$ cat src/rtl/pkt_framer.sv
// Transmit packet framer: buffers CPU payload bytes and serialises preamble,
// sync word, length, payload and CRC-16 one bit per modulator strobe.
module pkt_framer #(
   parameter int unsigned FIFO_DEPTH   = 16,
   parameter int unsigned PREAMBLE_LEN = 4,
   parameter logic [15:0] SYNC_WORD    = 16'hD391
) (
   input  logic       clk,
   input  logic       reset,
   input  logic       wr_en,
   input  logic [7:0] wr_data,
   output logic       full,
   input  logic       start,
   output logic       busy,
   input  logic       bit_en,
   output logic       tx_bit,
   output logic       tx_valid,
   output logic       done
);

   localparam int unsigned PTR_W         = $clog2(FIFO_DEPTH);
   localparam int unsigned CNT_W         = PTR_W + 1;
   localparam logic [15:0] CRC_POLY      = 16'h1021;
   localparam logic [15:0] CRC_INIT      = 16'hFFFF;
   localparam logic [7:0]  PREAMBLE_BYTE = 8'hAA;
   localparam logic [7:0]  LAST_PRE_IDX  = 8'(PREAMBLE_LEN - 1);

   typedef enum logic [2:0] {
      ST_IDLE,
      ST_PREAMBLE,
      ST_SYNC,
      ST_LEN,
      ST_PAYLOAD,
      ST_CRC
   } state_e;

   // ---------------------------------------------------------------- FIFO
   logic [7:0]       mem_q [FIFO_DEPTH];
   logic [PTR_W-1:0] wr_ptr_q, wr_ptr_d;
   logic [PTR_W-1:0] rd_ptr_q, rd_ptr_d;
   logic [CNT_W-1:0] count_q, count_d;
   logic             full_q;
   logic             push;
   logic             pop;
   logic [7:0]       fifo_head;

   // ---------------------------------------------------------------- framer
   state_e      state_q;
   logic [7:0]  shift_q;
   logic [2:0]  bit_cnt_q;
   logic [7:0]  byte_cnt_q;
   logic [7:0]  len_q;
   logic [15:0] crc_q;
   logic        busy_q;
   logic        tx_valid_q;
   logic        done_q;

   logic        start_ok;
   logic        step;
   logic        byte_end;
   logic        last_payload;
   logic        crc_fb;
   logic [15:0] crc_next;

   assign fifo_head = mem_q[rd_ptr_q];

   // NOTE: every signal assigned here gets a default first, so no path can
   // leave it unassigned and infer a latch.
   always_comb begin
      push         = wr_en && !full_q;
      start_ok     = (state_q == ST_IDLE) && start && (count_q != '0);
      step         = bit_en && (state_q != ST_IDLE);
      byte_end     = step && (bit_cnt_q == 3'd7);
      last_payload = (byte_cnt_q == len_q - 8'd1);
      pop          = byte_end &&
                     ((state_q == ST_LEN) || ((state_q == ST_PAYLOAD) && !last_payload));

      crc_fb   = crc_q[15] ^ shift_q[7];
      crc_next = {crc_q[14:0], 1'b0} ^ (crc_fb ? CRC_POLY : 16'h0000);

      wr_ptr_d = wr_ptr_q;
      rd_ptr_d = rd_ptr_q;
      count_d  = count_q;
      if (push) wr_ptr_d = wr_ptr_q + 1'b1;
      if (pop)  rd_ptr_d = rd_ptr_q + 1'b1;
      unique case ({push, pop})
         2'b10:   count_d = count_q + 1'b1;
         2'b01:   count_d = count_q - 1'b1;
         default: count_d = count_q;
      endcase
   end

   // NOTE: sequential state is updated with non-blocking assignments only, so
   // every register samples the pre-edge value of its neighbours.
   always_ff @(posedge clk) begin
      if (!reset) begin
         wr_ptr_q <= '0;
         rd_ptr_q <= '0;
         count_q  <= '0;
         full_q   <= 1'b0;
      end else begin
         wr_ptr_q <= wr_ptr_d;
         rd_ptr_q <= rd_ptr_d;
         count_q  <= count_d;
         full_q   <= (count_d == CNT_W'(FIFO_DEPTH));
      end
   end

   // NOTE: the storage array is deliberately not reset; clearing the pointers
   // and count empties the FIFO and keeps the array mappable to RAM.
   always_ff @(posedge clk) begin
      if (push) mem_q[wr_ptr_q] <= wr_data;
   end

   always_ff @(posedge clk) begin
      if (!reset) begin
         state_q    <= ST_IDLE;
         shift_q    <= 8'h00;
         bit_cnt_q  <= 3'd0;
         byte_cnt_q <= 8'd0;
         len_q      <= 8'd0;
         crc_q      <= 16'h0000;
         busy_q     <= 1'b0;
         tx_valid_q <= 1'b0;
         done_q     <= 1'b0;
      end else begin
         done_q <= 1'b0;
         if (start_ok) begin
            state_q    <= ST_PREAMBLE;
            shift_q    <= PREAMBLE_BYTE;
            bit_cnt_q  <= 3'd0;
            byte_cnt_q <= 8'd0;
            len_q      <= 8'(count_q);
            crc_q      <= CRC_INIT;
            busy_q     <= 1'b1;
            tx_valid_q <= 1'b1;
         end else if (step) begin
            // CRC covers payload bits only, folded in as each one is consumed.
            if (state_q == ST_PAYLOAD) crc_q <= crc_next;
            if (!byte_end) begin
               shift_q   <= {shift_q[6:0], 1'b0};
               bit_cnt_q <= bit_cnt_q + 3'd1;
            end else begin
               bit_cnt_q <= 3'd0;
               unique case (state_q)
                  ST_PREAMBLE: begin
                     if (byte_cnt_q == LAST_PRE_IDX) begin
                        state_q    <= ST_SYNC;
                        byte_cnt_q <= 8'd0;
                        shift_q    <= SYNC_WORD[15:8];
                     end else begin
                        byte_cnt_q <= byte_cnt_q + 8'd1;
                        shift_q    <= PREAMBLE_BYTE;
                     end
                  end
                  ST_SYNC: begin
                     if (byte_cnt_q == 8'd0) begin
                        byte_cnt_q <= 8'd1;
                        shift_q    <= SYNC_WORD[7:0];
                     end else begin
                        state_q    <= ST_LEN;
                        byte_cnt_q <= 8'd0;
                        shift_q    <= len_q;
                     end
                  end
                  ST_LEN: begin
                     state_q    <= ST_PAYLOAD;
                     byte_cnt_q <= 8'd0;
                     shift_q    <= fifo_head;
                  end
                  ST_PAYLOAD: begin
                     if (last_payload) begin
                        // High CRC byte must include the bit consumed now.
                        state_q    <= ST_CRC;
                        byte_cnt_q <= 8'd0;
                        shift_q    <= crc_next[15:8];
                     end else begin
                        byte_cnt_q <= byte_cnt_q + 8'd1;
                        shift_q    <= fifo_head;
                     end
                  end
                  ST_CRC: begin
                     if (byte_cnt_q == 8'd0) begin
                        byte_cnt_q <= 8'd1;
                        shift_q    <= crc_q[7:0];
                     end else begin
                        state_q    <= ST_IDLE;
                        byte_cnt_q <= 8'd0;
                        shift_q    <= 8'h00;
                        busy_q     <= 1'b0;
                        tx_valid_q <= 1'b0;
                        done_q     <= 1'b1;
                     end
                  end
                  default: begin
                     state_q    <= ST_IDLE;
                     shift_q    <= 8'h00;
                     busy_q     <= 1'b0;
                     tx_valid_q <= 1'b0;
                  end
               endcase
            end
         end
      end
   end

   assign full     = full_q;
   assign busy     = busy_q;
   assign tx_bit   = shift_q[7];
   assign tx_valid = tx_valid_q;
   assign done     = done_q;

endmodule

$ cat config.mk
export PLATFORM = sky130hd
export DESIGN_NAME = pkt_framer
export DESIGN_NICKNAME = d
export VERILOG_FILES = /design/src/rtl/pkt_framer.sv
export SDC_FILE = /design/constraint.sdc
export NUM_CORES = 1
export LEC_CHECK = 0
export ABC_AREA = 1
export BUFFER_PORTS_ARGS = -buffer_cell sky130_fd_sc_hd__buf_2
export CORE_MARGIN = 10
export CORE_UTILIZATION = 35
export DETAILED_ROUTE_END_ITERATION = 12
export HOLD_SLACK_MARGIN = 0.02
export SYNTH_ARGS = -nofsm -noshare
export SYNTH_HDL_FRONTEND = slang
export SYNTH_SLANG_ARGS = --single-unit
$ cat constraint.sdc
create_clock -name clk -period 5.55 [get_ports clk]
set_input_delay 0.2775 -clock clk [delete_from_list [all_inputs] [get_ports clk]]
set_output_delay 0.2775 -clock clk [all_outputs]
set_load 0.005 [all_outputs]
==> flow_metrics.tcl, run 1 <==
set metrics [dict create \
    nFillCells 2326 \
    drv_slew 0 \
    fmax_mhz 309 \
    wl_per_cell_um 15.6 \
    crit_buf_inv 4 \
    vias 6280 \
    insertedDiodeCount 0 \
    seqCellArea_um2 5110 \
    grt_pass1_wl_um 31400 \
    setup_violations 0 \
    ys_ff_latch 191 \
    period_minus_slack_ns 3.24 \
    cts_resized 0 \
    cts_setup_buffers 0 \
    worstMarginPinSlew_ns 1.07 \
    gp_congestion 0.881 \
    hold_buffers 0 \
    worst_path_most_repeated_cell "nand2_1" \
    syn_area_um2 8650 \
    rsz0062_at_grt "false" \
    synth_simple_gate_area_share_pct 20.1 \
    finalCritPeriodShare_pct 58.4 \
    worst_setup_path_start_kind "flip-flop" \
    die_y_um 177 \
    nets 945 \
    power-per-cell-area_nw_per_um2 317 \
    tns_ns 0 \
    grt_pass1_vias 5781 \
    fp.dieArea_um2 31400 \
    synth-compound-area-share_pct 12.0 \
    grt_max_degree 73 \
    synthAdderAreaFrac_pct 1.88 \
    ir_drop_mv 0.174 \
    ant_nets 0 \
    timing.hold.ws_ns 0.208 \
    layout-drive-gt1-share_pct 9.44 \
    core_um2 24300 \
    synth.distinct_cells 45 \
    vias_per_cell 5.00 \
    row_count 57 \
    syn_avg_cell_area_um2 9.48 \
    skew_ns 0.00947 \
    seq_area_frac_synth_pct 59.0 \
    arrival_ns 3.62 \
    first_iter_violations 743 \
    root_buffer "clkbuf_16" \
    critPathMaxFanout 9 \
    area_growth_pct 11.4 \
    leakage_nw 3.57 \
    hold_viol_final 0 \
    synthXorXnorAreaFrac_pct 1.01 \
    grt_overflow 0 \
    first_pass_iters 5 \
    crit_required_ns 5.93 \
    synth_top_family_by_area "simple AND/OR/NAND/NOR gates" \
    clock_path_buffers 2 \
    port_buffers 17 \
    path_delay_family "simple AND/OR/NAND/NOR gates" \
    layout_common_cells "nand2_1 (163), edfxtp_1 (128), nor2_1 (116)" \
    dp_hpwl_um 13100 \
    maxSlewHeadroom_pct 28.8 \
    synth_nets 938 \
    max-cap-violations 0 \
    layout_commonest_cell "nand2_1" \
    multi_input_comb_area_um2 3040 \
    die_w_um 177 \
    boundaryPins 18 \
    max_stage_delay_ns 0.36 \
    grt_antenna_before_repair 0 \
    status "finished clean" \
    slowest_stage "dfxtp_1" \
    route.detailed.drc 0 \
    yosys_warnings 0 \
    crit_type "flip-flop to flip-flop" \
    insertion_delay_ns 0.44 \
    gr-usage-all-layers_pct 12.6 \
    min_path_type "input port to flip-flop" \
    htree_levels 4 \
    muxShareOfSynthArea_pct 0.116 \
    clock_sinks 191 \
    cts_tree "built" \
    wl_um 19600 \
    start_util_pct 35.6 \
    cts_buffers 17 \
    critPathCaptureType "flip-flop" \
    path_clk_slew_ns 0.07 \
    synthCells 912 \
]
[final cells by class]
| class | instances | area share, % |
|---|---|---|
| Tap cell | 324 | 4.21 |
| Timing Repair Buffer | 22 | 1.27 |
| Clock buffer | 17 | 4.41 |
| Multi-Input combinational cell | 597 | 31.5 |
| Clock inverter | 15 | 2.04 |
| Sequential cell | 191 | 53.0 |
| Inverter | 90 | 3.56 |
[final timing paths]
check | from | end | slack [ns] | cells after the start
setup / recovery | len_q[0] | full | 2.31 | 25
setup reg to reg | len_q[0] | full | 2.31 | 25
hold / removal | start | len_q[4] | 0.21 | 3
hold reg to reg | crc_q[11] | crc_q[11] | 0.47 | 2
[state kept, by name, summed over array words and instances (netlist names), named ones only]
signal      cells
count_q         5
state_q         3
len_q           5
byte_cnt_q      8
bit_cnt_q       3
mem_q         128
wr_ptr_q        4
done            1
tx_valid        1
rd_ptr_q        4
crc_q          16
shift_q         8
full            1
[Yosys cell counts, drive strengths merged]
cell type / instances / share of area [%]
xnor2: 2 / 0.20
nand4: 7 / 0.51
o211ai: 24 / 2.1
o32ai: 1 / 0.10
nor2: 123 / 5.8
ha: 13 / 1.9
edfxtp: 128 / 44
xor2: 8 / 0.81
nand3: 69 / 4.1
clkinv: 3 / 0.13
clkbuf: 15 / 0.67
or2: 2 / 0.14
nand3b: 6 / 0.52
nor4: 2 / 0.14
o21a: 1 / 0.087
a211oi: 1 / 0.087
a31oi: 2 / 0.14
dfxtp: 63 / 15
a221oi: 7 / 0.71
and3: 2 / 0.14
nor3: 9 / 0.58
nand2: 172 / 8.3
o221ai: 1 / 0.10
a21oi: 65 / 4.1
buf: 19 / 1.2
o31ai: 1 / 0.087
inv: 87 / 3.8
mux2i: 1 / 0.12
o21ai: 78 / 4.5
[through the flow]
| stage | instances | setup WS (ns) | power [mW] | utilization, % | cell area, µm² |
|---|---|---|---|---|---|
| after global placement | 1224 | 2.43 | 1.80 | 37.1 | 9010 |
| after CTS | 1256 | 2.31 | 3.07 | 39.6 | 9640 |
| final | 1256 | 2.31 | 3.05 | 39.6 | 9640 |
| after floorplan | 912 | 2.59 | 1.74 | - | 8650 |
| after detailed placement | 1224 | 2.37 | 1.80 | 37.1 | 9010 |
| after global routing | 1256 | 1.97 | 3.15 | 39.6 | 9640 |
[worst min-delay path, delay by kind of cell]
kind	cells	cell delay, ns
AO/OA/AOI/OAI	1	0.09
buffers and inverters	1	0.10
AND/OR/NAND/NOR	1	0.13
[cell families after synthesis]
kind of cell / Yosys count
xor gates and xnor gates: 10
adders and majority gates: 13
muxes: 1
DFF: 191
buffers and inverters: 124
and+or+nand+nor: 392
AOI/OAI and AO/OA: 181
[power breakdown]
group | total (mW) | internal (mW) | switching (mW) | leakage (nW)
Sequential | 1.58 | 1.56 | 0.0241 | 1.67
Combinational | 0.191 | 0.0599 | 0.131 | 1.60
Clock | 1.28 | 0.690 | 0.592 | 0.303
Total | 3.05 | 2.30 | 0.747 | 3.57
[routing by layer]
metal	track usage (%)	part of all wire (%)	vias to the layer above
li1	-	-	3137
met1	17.2	48	2985
met2	19.8	46	139
met3	2.30	4.1	19
met4	4.03	1.2	0
met5	0	0	-
Note: power is estimated with default switching activity, not from simulation.
==> run 2: changes to the inputs <==
- clock period: 5.55 -> 3.1 ns (I/O delays scaled with it)
==> run 2 against run 1 <==
Effect of this change: hold slack got worse by 0.11 ns; cell area up 1.4%; setup slack worse by 2.1 ns; final cell count grew 1.6%; sequential cell count is the same; clock-buffer cell count up 2; global-route usage is 0.35 points higher; clock power grew 66%.
==> flow_metrics.tcl, run 2 (synthesized netlist as in run 1, its figures left out) <==
set metrics [dict create \
    finalPower_mw 5.31 \
    insertion_delay_ns 0.43 \
    fp.dieArea_um2 31400 \
    period_minus_slack_ns 2.91 \
    dp_hpwl_um 13400 \
    worst_setup_path_start_kind "flip-flop" \
    boundaryPins 18 \
    layout-drive-gt1-share_pct 12.3 \
    cts_tree "built" \
    first_pass_iters 5 \
    root_buffer "clkbuf_16" \
    nets 966 \
    layout_common_cells "nand2_1 (162), edfxtp_1 (128), nor2_1 (113)" \
    critPathCaptureType "flip-flop" \
    arrival_ns 3.28 \
    critPathMaxFanout 7 \
    htree_levels 4 \
    status "finished clean" \
    vias 6323 \
    skew_ns 0.00906 \
    core_um2 24300 \
    wl_per_cell_um 15.5 \
    grt_overflow 0 \
    largest_register_ffs 128 \
    min_path_type "input port to flip-flop" \
    worst_path_most_repeated_cell "nand2_1" \
    clock_path_buffers 2 \
    ant_nets 0 \
    start_util_pct 35.6 \
    grt_antenna_before_repair 0 \
    hold_buffers 0 \
    wl_um 19700 \
    layout_commonest_cell "nand2_1" \
    ir_drop_mv 0.324 \
    top_regs "mem_q: 128 flops, crc_q: 16 flops" \
    gr-usage-all-layers_pct 13.0 \
    finalCritPeriodShare_pct 94.0 \
    grt_pass1_vias 6031 \
    crit_type "flip-flop to flip-flop" \
    max-cap-violations 0 \
    drv_slew 0 \
    worstMarginPinSlew_ns 0.943 \
    row_count 57 \
    first_iter_violations 545 \
    power-per-cell-area_nw_per_um2 543 \
    placed_cells 1239 \
    die_y_um 177 \
    setup_ws_ns 0.186 \
    leakage_nw 3.65 \
    timing.hold.ws_ns 0.0996 \
    grt_max_degree 73 \
    area_growth_pct 13.0 \
    fmax_mhz 343 \
    place_ws_ns 0.0463 \
    insertedDiodeCount 0 \
    vias_per_cell 4.96 \
    slowest_stage "dfxtp_2" \
    route.detailed.drc 0 \
    gp_congestion 0.837 \
    clock_sinks 191 \
    port_buffers 17 \
    instances_no_fill 1276 \
    grt_pass1_wl_um 32300 \
    cts_buffers 17 \
    maxSlewHeadroom_pct 36.9 \
    crit_required_ns 3.46 \
    die_w_um 177 \
    tns_ns 0 \
    hold_viol_final 0 \
    path_clk_slew_ns 0.07 \
    largest-register "mem_q" \
    max_stage_delay_ns 0.35 \
    setup_violations 0 \
]
==> run 2: changes by cell type in the layout (fill, tap and decap cells not counted), sizes merged <==
cell and delta:
clkbuf +2, inv +2, clkinv -4, buf +21, bufinv -1
==> run 2: report_power, final <==
group	leakage, nW	internal [mW]	switching [mW]
clock network	0.272	1.13	0.986
registers	1.67	2.79	0.0438
logic	1.70	0.123	0.240
==> run 2: per-stage QoR <==
step                utilization, %  instance area [µm²]
floorplan                        -                 8650
global placement              37.5                 9130
detailed placement            37.5                 9130
CTS                           39.8                 9690
global route                  40.2                 9770
finish                        40.2                 9770
==> run 2: worst paths after layout <==
kind	startpoint	endpoint	slack [ns]	cells after the start
max	len_q[1]	full	0.19	25
max reg2reg	len_q[1]	full	0.19	25
min reg2reg	crc_q[11]	crc_q[11]	0.47	2
min	wr_data[3]	mem_q[3][3]	0.1	1
==> run 2: routing by layer <==
metal  vias up  part of all wire (%)  wire, µm  track usage (%)
met3        18                   3.3       660             2.05
li1       3164                     -         -                -
met4         0                   1.4       274             4.80
met1      3027                    48      9450             17.5
met5         -                     0         0                0
met2       114                    47      9330             20.5
==> run 2: repair_timing <==
action,in CTS,in global routing
resized for setup,0,14
setup endpoints to repair,0,3
buffers inserted,0,6
==> run 2: worst max-delay path, delay by kind of cell, from the launching register on <==
family | cells | cell delay (ns)
adders and majority gates | 3 | 0.63
buffers and inverters | 4 | 0.19
DFF | 1 | 0.35
and+or+nand+nor | 14 | 1.16
xor gates and xnor gates | 2 | 0.30
AOI/OAI and AO/OA | 2 | 0.23
==> run 2: final cells by class <==
cell class                 count  area, µm²
sequential                   191       5110
timing repair buffer          43        280
fill                        2341      14500
multi-input combinational    597       3080
clock buffer                  19        433
inverter                      90        343
clock inverter                12        125
tap                          324        405
